[src/rtl/dac_pkg.sv]
// Shared types and default timing for the dual-channel DAC write scheduler.
package dac_pkg;

   typedef enum logic [2:0] {
      ST_IDLE   = 3'd0,
      ST_SETUP  = 3'd1,
      ST_STROBE = 3'd2,
      ST_HOLD   = 3'd3,
      ST_DONE   = 3'd4,
      ST_LOAD   = 3'd5,
      ST_CLEAR  = 3'd6
   } dac_state_t;

   localparam int DAC_SETUP = 2;
   localparam int DAC_PULSE = 4;
   localparam int DAC_HOLD  = 2;

   localparam logic DAC_CH_A = 1'b0;
   localparam logic DAC_CH_B = 1'b1;

   function automatic int max3(input int a, input int b, input int c);
      int m;
      m = (a > b) ? a : b;
      return (m > c) ? m : c;
   endfunction

endpackage

[src/rtl/dac_rr_arbiter.sv]
// Two-way round-robin arbiter; grant is one-hot and only asserted on advance.
module dac_rr_arbiter
   import dac_pkg::*;
(
   input  logic [1:0] req,
   input  logic       advance,
   input  logic       ptr,
   output logic [1:0] grant
);

   always_comb begin
      grant = 2'b00;
      if (advance) begin
         unique case (req)
            2'b01:   grant = 2'b01;
            2'b10:   grant = 2'b10;
            2'b11:   grant = (ptr == DAC_CH_B) ? 2'b10 : 2'b01;
            default: grant = 2'b00;
         endcase
      end
   end

endmodule

[src/rtl/dac_channel_scheduler.sv]
// Arbitrates channel A/B writes onto a shared parallel DAC and sequences
// CS/WR/LDAC/CLR for each handshaked transaction.
module dac_channel_scheduler
   import dac_pkg::*;
#(
   parameter int DW        = 8,
   parameter int SETUP_CYC = DAC_SETUP,
   parameter int PULSE_CYC = DAC_PULSE,
   parameter int HOLD_CYC  = DAC_HOLD,
   parameter bit SYNC_LDAC = 1'b1
) (
   input  logic          Clk,
   input  logic          Rst,
   input  logic          Enable,
   input  logic          ReqA,
   input  logic          ReqB,
   input  logic [DW-1:0] DataA,
   input  logic [DW-1:0] DataB,
   output logic          AckA,
   output logic          AckB,
   input  logic          ClrReq,
   output logic [DW-1:0] DB,
   output logic          CS,
   output logic          WR,
   output logic          LDAC,
   output logic          CLR,
   output logic          AB,
   output logic          PD,
   output logic          Busy
);

   localparam int CW = $clog2(max3(SETUP_CYC, PULSE_CYC, HOLD_CYC)) + 1;
   localparam logic [CW-1:0] LD_SETUP = CW'(SETUP_CYC - 1);
   localparam logic [CW-1:0] LD_PULSE = CW'(PULSE_CYC - 1);
   localparam logic [CW-1:0] LD_HOLD  = CW'(HOLD_CYC - 1);

   dac_state_t    state, state_nxt;
   logic [CW-1:0] cnt, cnt_nxt;
   logic          ptr;
   logic          pend;
   logic [1:0]    grant;
   logic          cnt_zero;
   logic          other_req;
   logic          load_go;
   logic          idle_grant;

   assign PD         = 1'b1;
   assign cnt_zero   = (cnt == '0);
   assign other_req  = (AB == DAC_CH_A) ? ReqB : ReqA;
   // A deferred load is never deferred twice: the owed LDAC goes out after this write.
   assign load_go    = !SYNC_LDAC || !other_req || pend;
   assign idle_grant = (state == ST_IDLE) && !ClrReq && Enable;

   dac_rr_arbiter u_arb (
      .req     ({ReqB, ReqA}),
      .advance (idle_grant),
      .ptr     (ptr),
      .grant   (grant)
   );

   always_comb begin
      state_nxt = state;
      unique case (state)
         ST_IDLE: begin
            if (ClrReq)
               state_nxt = ST_CLEAR;
            else if (grant != 2'b00)
               state_nxt = ST_SETUP;
         end
         ST_SETUP:  if (cnt_zero) state_nxt = ST_STROBE;
         ST_STROBE: if (cnt_zero) state_nxt = ST_HOLD;
         ST_HOLD:   if (cnt_zero) state_nxt = ST_DONE;
         ST_DONE:   state_nxt = load_go ? ST_LOAD : ST_IDLE;
         ST_LOAD:   state_nxt = ST_IDLE;
         ST_CLEAR:  if (cnt_zero) state_nxt = ST_IDLE;
         default:   state_nxt = ST_IDLE;
      endcase
   end

   always_comb begin
      cnt_nxt = cnt_zero ? cnt : cnt - CW'(1);
      if (state_nxt != state) begin
         unique case (state_nxt)
            ST_SETUP:  cnt_nxt = LD_SETUP;
            ST_STROBE: cnt_nxt = LD_PULSE;
            ST_HOLD:   cnt_nxt = LD_HOLD;
            ST_CLEAR:  cnt_nxt = LD_PULSE;
            default:   cnt_nxt = '0;
         endcase
      end
   end

   always_ff @(posedge Clk or negedge Rst) begin
      if (!Rst) begin
         state <= ST_IDLE;
         cnt   <= '0;
         ptr   <= DAC_CH_A;
         pend  <= 1'b0;
      end else begin
         state <= state_nxt;
         cnt   <= cnt_nxt;
         if (grant != 2'b00)
            ptr <= grant[0] ? DAC_CH_B : DAC_CH_A;
         if (state == ST_DONE && !load_go)
            pend <= 1'b1;
         else if (state == ST_LOAD || state == ST_CLEAR)
            pend <= 1'b0;
      end
   end

   // Pin strobes are decoded from the next state so every output is a flop.
   always_ff @(posedge Clk or negedge Rst) begin
      if (!Rst) begin
         CS   <= 1'b1;
         WR   <= 1'b1;
         LDAC <= 1'b1;
         CLR  <= 1'b1;
         AB   <= DAC_CH_A;
         DB   <= '0;
         AckA <= 1'b0;
         AckB <= 1'b0;
         Busy <= 1'b0;
      end else begin
         CS   <= !(state_nxt inside {ST_SETUP, ST_STROBE, ST_HOLD});
         WR   <= (state_nxt != ST_STROBE);
         LDAC <= (state_nxt != ST_LOAD);
         CLR  <= (state_nxt != ST_CLEAR);
         AckA <= (state_nxt == ST_DONE) && (AB == DAC_CH_A);
         AckB <= (state_nxt == ST_DONE) && (AB == DAC_CH_B);
         Busy <= (state_nxt != ST_IDLE);
         if (grant[0]) begin
            DB <= DataA;
            AB <= DAC_CH_A;
         end else if (grant[1]) begin
            DB <= DataB;
            AB <= DAC_CH_B;
         end
      end
   end

endmodule

[config.mk]
export PLATFORM = sky130hd
export DESIGN_NAME = dac_channel_scheduler
export DESIGN_NICKNAME = d
export VERILOG_FILES = /design/src/rtl/dac_pkg.sv /design/src/rtl/dac_rr_arbiter.sv /design/src/rtl/dac_channel_scheduler.sv
export SDC_FILE = /design/constraint.sdc
export NUM_CORES = 1
export LEC_CHECK = 0
export CORE_ASPECT_RATIO = 0.7
export CORE_MARGIN = 5
export CORE_UTILIZATION = 49
export DETAILED_ROUTE_END_ITERATION = 10
export GPL_TIMING_DRIVEN = 0
export PLACE_DENSITY = 0.84
export SYNTH_ARGS = -nofsm -noshare
export SYNTH_HDL_FRONTEND = slang
export SYNTH_HIERARCHICAL = 1
export SYNTH_SLANG_ARGS = --single-unit
[constraint.sdc]
create_clock -name Clk -period 3.6 [get_ports Clk]
set_clock_uncertainty 0.1 [all_clocks]
set_input_delay 0.54 -clock Clk [delete_from_list [all_inputs] [get_ports Clk]]
set_output_delay 0.54 -clock Clk [all_outputs]
set_load 0.1 [all_outputs]
# Word-level counts from Yosys, hierarchy flattened
# Index checks and enable logic that the tools add are counted.
# op_classes
bitwise_logic	1
eq_ne	19
n_reduce_logical	19
n_addsub	1
muxes	22
# op_table
cell	n
two-way mux 3 bit	9
one-hot mux 3 bit (6 select lines)	1
two-way mux 8 bit	2
equality test 3 bit (second input constant)	5
equality test 3 x 2 -> 1 bit (second input constant)	4
equality test 3 x 1 -> 1 bit (second input constant)	2
logical NOT 3 bit	2
two-way mux 1 bit	6
!= test 3 bit (second input constant)	2
one-hot mux 2 bit (3 select lines)	1
nonzero test 3 bit	2
logical AND 1 bit	5
equality test 2 bit (second input constant)	2
logical NOT 1 bit	4
two-way mux 2 bit	2
one-hot mux 2 bit (2 select lines)	1
nonzero test 2 bit	2
OR reduction 2 bit	2
!= test 3 x 2 -> 1 bit (second input constant)	1
!= test 3 bit	1
subtractor 3 x 1 -> 3 bit (second input constant)	1
equality test 2 x 1 -> 1 bit (second input constant)	1
logical OR 1 bit	2
!= test 2 x 1 -> 1 bit (second input constant)	1
inverter 1 bit	1
# totals
output_inout_bits	17
in_bits	22
register_bits	24
wordCells	75

# Depth between registers and ports, before layout
# logic_depth
word_depth	12
ltp_mapped	10
depth_no_buf	9

# Modules after synthesis
# Netlist, hierarchy kept.
# modules_own_cells
module	seq_area_each_um2	instances	cells_per_inst	area_per_inst_um2
dac_channel_scheduler	605.6	1	120	1196.1
dac_rr_arbiter	0.0	1	5	21.3

# Worst setup path before layout
# Ideal clock, no wire load.
# synth_path
kind	flip-flop to flip-flop
start	register AB
end	register CLR
path_buffers	0
path_stages_with_launch	6
setup_time_ps	80
t_arrival_ps	1835
period_less_slack_ps	2015
t_required_ps	3420
slack_ps	1585
cell_sequence	dfrtp_1 mux2i_1 o21ai_0 a211oi_1 a211oi_2 nand2b_1
# synth_between
elab_chain_cells	6
# synth_lines
item	line	text
from (decl)	dac_channel_scheduler.sv:27	output logic AB,
from (signal assigned)	dac_channel_scheduler.sv:118	AB <= DAC_CH_A;
from (signal assigned)	dac_channel_scheduler.sv:133	AB <= DAC_CH_A;
from (signal assigned)	dac_channel_scheduler.sv:136	AB <= DAC_CH_B;
two-way mux 1 bit	dac_channel_scheduler.sv:49	assign other_req = (AB == DAC_CH_A) ? ReqB : ReqA;
logical NOT 1 bit	dac_channel_scheduler.sv:51	assign load_go = !SYNC_LDAC || !other_req || pend;
logical OR 1 bit	dac_channel_scheduler.sv:51	
two-way mux 3 bit	dac_channel_scheduler.sv:73	ST_DONE: state_nxt = load_go ? ST_LOAD : ST_IDLE;
one-hot mux 3 bit (6 select lines)	dac_channel_scheduler.sv:63	unique case (state)
!= test 3 bit	dac_channel_scheduler.sv:127	CLR <= (state_nxt != ST_CLEAR);
to (signal assigned)	dac_channel_scheduler.sv:127	
to (decl)	dac_channel_scheduler.sv:26	output logic CLR,
# No other way between the ends.
# A chain may end at the register's enable or synchronous reset.

# Worst setup path after layout
# layout_path
start	register CS
end	output port CS
# layout_lines
item	line	text
from (decl)	dac_channel_scheduler.sv:23	output logic CS,
from (signal assigned)	dac_channel_scheduler.sv:124	CS <= !(state_nxt inside {ST_SETUP, ST_STROBE, ST_HOLD});
# No word-level cell between the ends.

==> impl_metrics.tcl <==
set metrics [dict create \
    hold_viol 0 \
    start_util 0.503 \
    r2r-start "state[0]$_DFF_PN0_" \
    nFillCells 169 \
    num_io_pins 39 \
    postCtsResizedCells 0 \
    critPathArrivalTime_ns 1.98 \
    cts.hold.buffers_added 0 \
    rr_worst_depth 9 \
    grt_overflow 0 \
    max_freq_ghz 0.381 \
    syn_inst 125 \
    finalSetupTns_ns 0 \
    syn2layout_area_growth_pct 38.2 \
    critPathLaunch "CS$_DFF_PN1_" \
    max-cap-violations 0 \
    clk_pin_slew_ns 0.13 \
    first_pass_iters 4 \
    wl_per_cell_um 13.4 \
    die_h_um 51.7 \
    finalWirelength_um 2690 \
    cp-end-kind "output pin" \
    ff_latch_area_um2 606 \
    crit_type "reg -> out" \
    antenna_found_initial 0 \
    grt_setup_unrepaired "false" \
    cp.required_ns 2.96 \
    n_antenna_cell 0 \
    rrSetupSlack_ns 1.18 \
    status "completed" \
    cp_top_family "buffers and inverters" \
    cts_setup_buffers 0 \
    hp-class "reg -> reg" \
    cts_tree "yes" \
    vias 1015 \
    synth_seq_cells 24 \
    drive_gt1_frac 0.120 \
    worstSetupStartpointType "flip-flop" \
    ys_types 33 \
    numPortBuffers 37 \
    final_antenna_net_count 0 \
    ys_seq_area_frac 0.497 \
    path_depth 1 \
    grt_start_max_net_pins 25 \
    drcViolationCount 0 \
    critPathCapture "CS" \
    fin_crit_sh 0.729 \
    fp.dieW_um 69.6 \
    slowest_stage "clkdlybuf4s50_1" \
    synthesis.nets 149 \
    h-tree-depth 1 \
    r2r_end "DB[2]$_DFFE_PN0P_" \
    grt_pass1_vias 964 \
    worst_slew_pin_slew_ns 1.01 \
    slew_headroom 0.322 \
    globalplace.congestion 0.795 \
    max_stage_delay_ns 1.12 \
    path_max_fanout 1 \
    fin_crit_ns 2.62 \
    drt_iter0_markers 36 \
    cts_num_sinks 24 \
    grt_pass1_wl_um 4440 \
    cts-root-buf "clkbuf_4" \
    clkLatencyLatePin_ns 0.31 \
    setup_viol 0 \
    cts_buffer_depth 2 \
    grt_use_total 0.159 \
    cp_cell_sequence "clkdlybuf4s50_1" \
    die_area_mm2 0.00360 \
    multi_input_area_um2 532 \
    rows 15 \
    cts_buffers 3 \
    hpwl_um 2120 \
    nets 191 \
    avgViaCountPerCell 5.08 \
    synth.avg_cell_area_um2 9.74 \
    core_area_mm2 0.00242 \
    synth_area_mm2 0.00122 \
    whs_path_depth 1 \
    yosysWarnings 6 \
    crit_buf_inv 1 \
    maxSlewViolCount 0 \
]
==> per-layer routing <==
layer  GRT usage  vias to the layer above  routed length, um
li1            -                      505                  -
met1       0.198                      483               1150
met2       0.283                       25               1350
met3      0.0521                        2                176
met4     0.00974                        0                  8
met5           0                        -                  0
==> cell type report <==
class                           count  share of cell area
Buffer                              8              0.0275
Clock buffer                        3              0.0134
Clock inverter                      1              0.0178
Inverter                            9              0.0201
Multi-Input combinational cell     84               0.316
Sequential cell                    24               0.360
Tap cell                           34              0.0253
Timing Repair Buffer               37               0.220
==> how the worst min path moves through the flow <==
stage                startpoint              end  slack [ns]
2_1_floorplan               Rst   AB$_DFFE_PN0P_        0.14
3_3_place_gp    ptr$_DFFE_PN0P_  ptr$_DFFE_PN0P_        0.39
3_5_place_dp    ptr$_DFFE_PN0P_  ptr$_DFFE_PN0P_        0.41
4_1_cts         ptr$_DFFE_PN0P_  ptr$_DFFE_PN0P_        0.44
5_1_grt         ptr$_DFFE_PN0P_  ptr$_DFFE_PN0P_        0.46
6_report       pend$_DFFE_PN0P_   LDAC$_DFF_PN1_        0.44
==> sequential cells by signal, indices dropped and copies added (netlist names) <==
name   count
DB         8
ptr        1
state      3
pend       1
WR         1
CS         1
CLR        1
cnt        3
AB         1
LDAC       1
Busy       1
AckA       1
AckB       1
==> kinds of logic after synthesis <==
family | share of synthesized area
and+or+nand+nor | 0.156
AOI/OAI and AO/OA | 0.157
DFF | 0.497
buffers and inverters | 0.0658
muxes | 0.0904
adders and majority gates | 0.0298
other | 0.00308
==> layout by cell type, fill, tap and decap left out, types with 4 or more instances in the layout <==
| master | instances |
|---|---|
| nand2_1 | 14 |
| mux2i_1 | 11 |
| dfrtp_1 | 20 |
| clkdlybuf4s50_1 | 37 |
| inv_1 | 9 |
| o21ai_0 | 12 |
| buf_2 | 4 |
| a21oi_1 | 5 |
| dfstp_2 | 4 |
| nor2_1 | 10 |
| nor2b_1 | 5 |
==> synth_stat cells, drive strengths merged <==
library cell  count  area share
dfrtp            20        0.41
o21ai            15       0.062
nand2            14       0.043
mux2i            11       0.090
nor2             10       0.031
inv               9       0.028
buf               6       0.032
a21oi             5       0.021
nor2b             5       0.026
dfstp             4       0.086
nand4             3       0.015
a211oi            2       0.016
and2              2       0.010
clkbuf            2      0.0062
ha                2       0.021
nand2b            2       0.010
o211ai            2       0.016
a21boi            1      0.0062
a21o              1      0.0062
a31oi             1      0.0051
and3              1      0.0062
conb              1      0.0031
maj3              1      0.0092
nor4              1      0.0051
o22ai             1       0.010
o2bb2ai           1      0.0072
o32ai             1      0.0072
or4               1      0.0092
==> stage by stage <==
stage | cells | utilization | instance area (um2) | worst slack (ns) | hold WS, ns
final | 200 | 0.695 | 1680 | 0.975 | 0.439
after global routing | 200 | 0.695 | 1680 | 0.868 | 0.460
after CTS | 200 | 0.695 | 1680 | 0.955 | 0.435
after detailed placement | 196 | 0.673 | 1630 | 0.857 | 0.406
after global placement | 196 | 0.673 | 1630 | 0.931 | 0.386
after floorplan | 125 | - | 1220 | 1.58 | 0.144
Power is left out: the tool's default activity adds up to more than one toggle a clock period on the data nets, which glitch-free logic cannot reach.
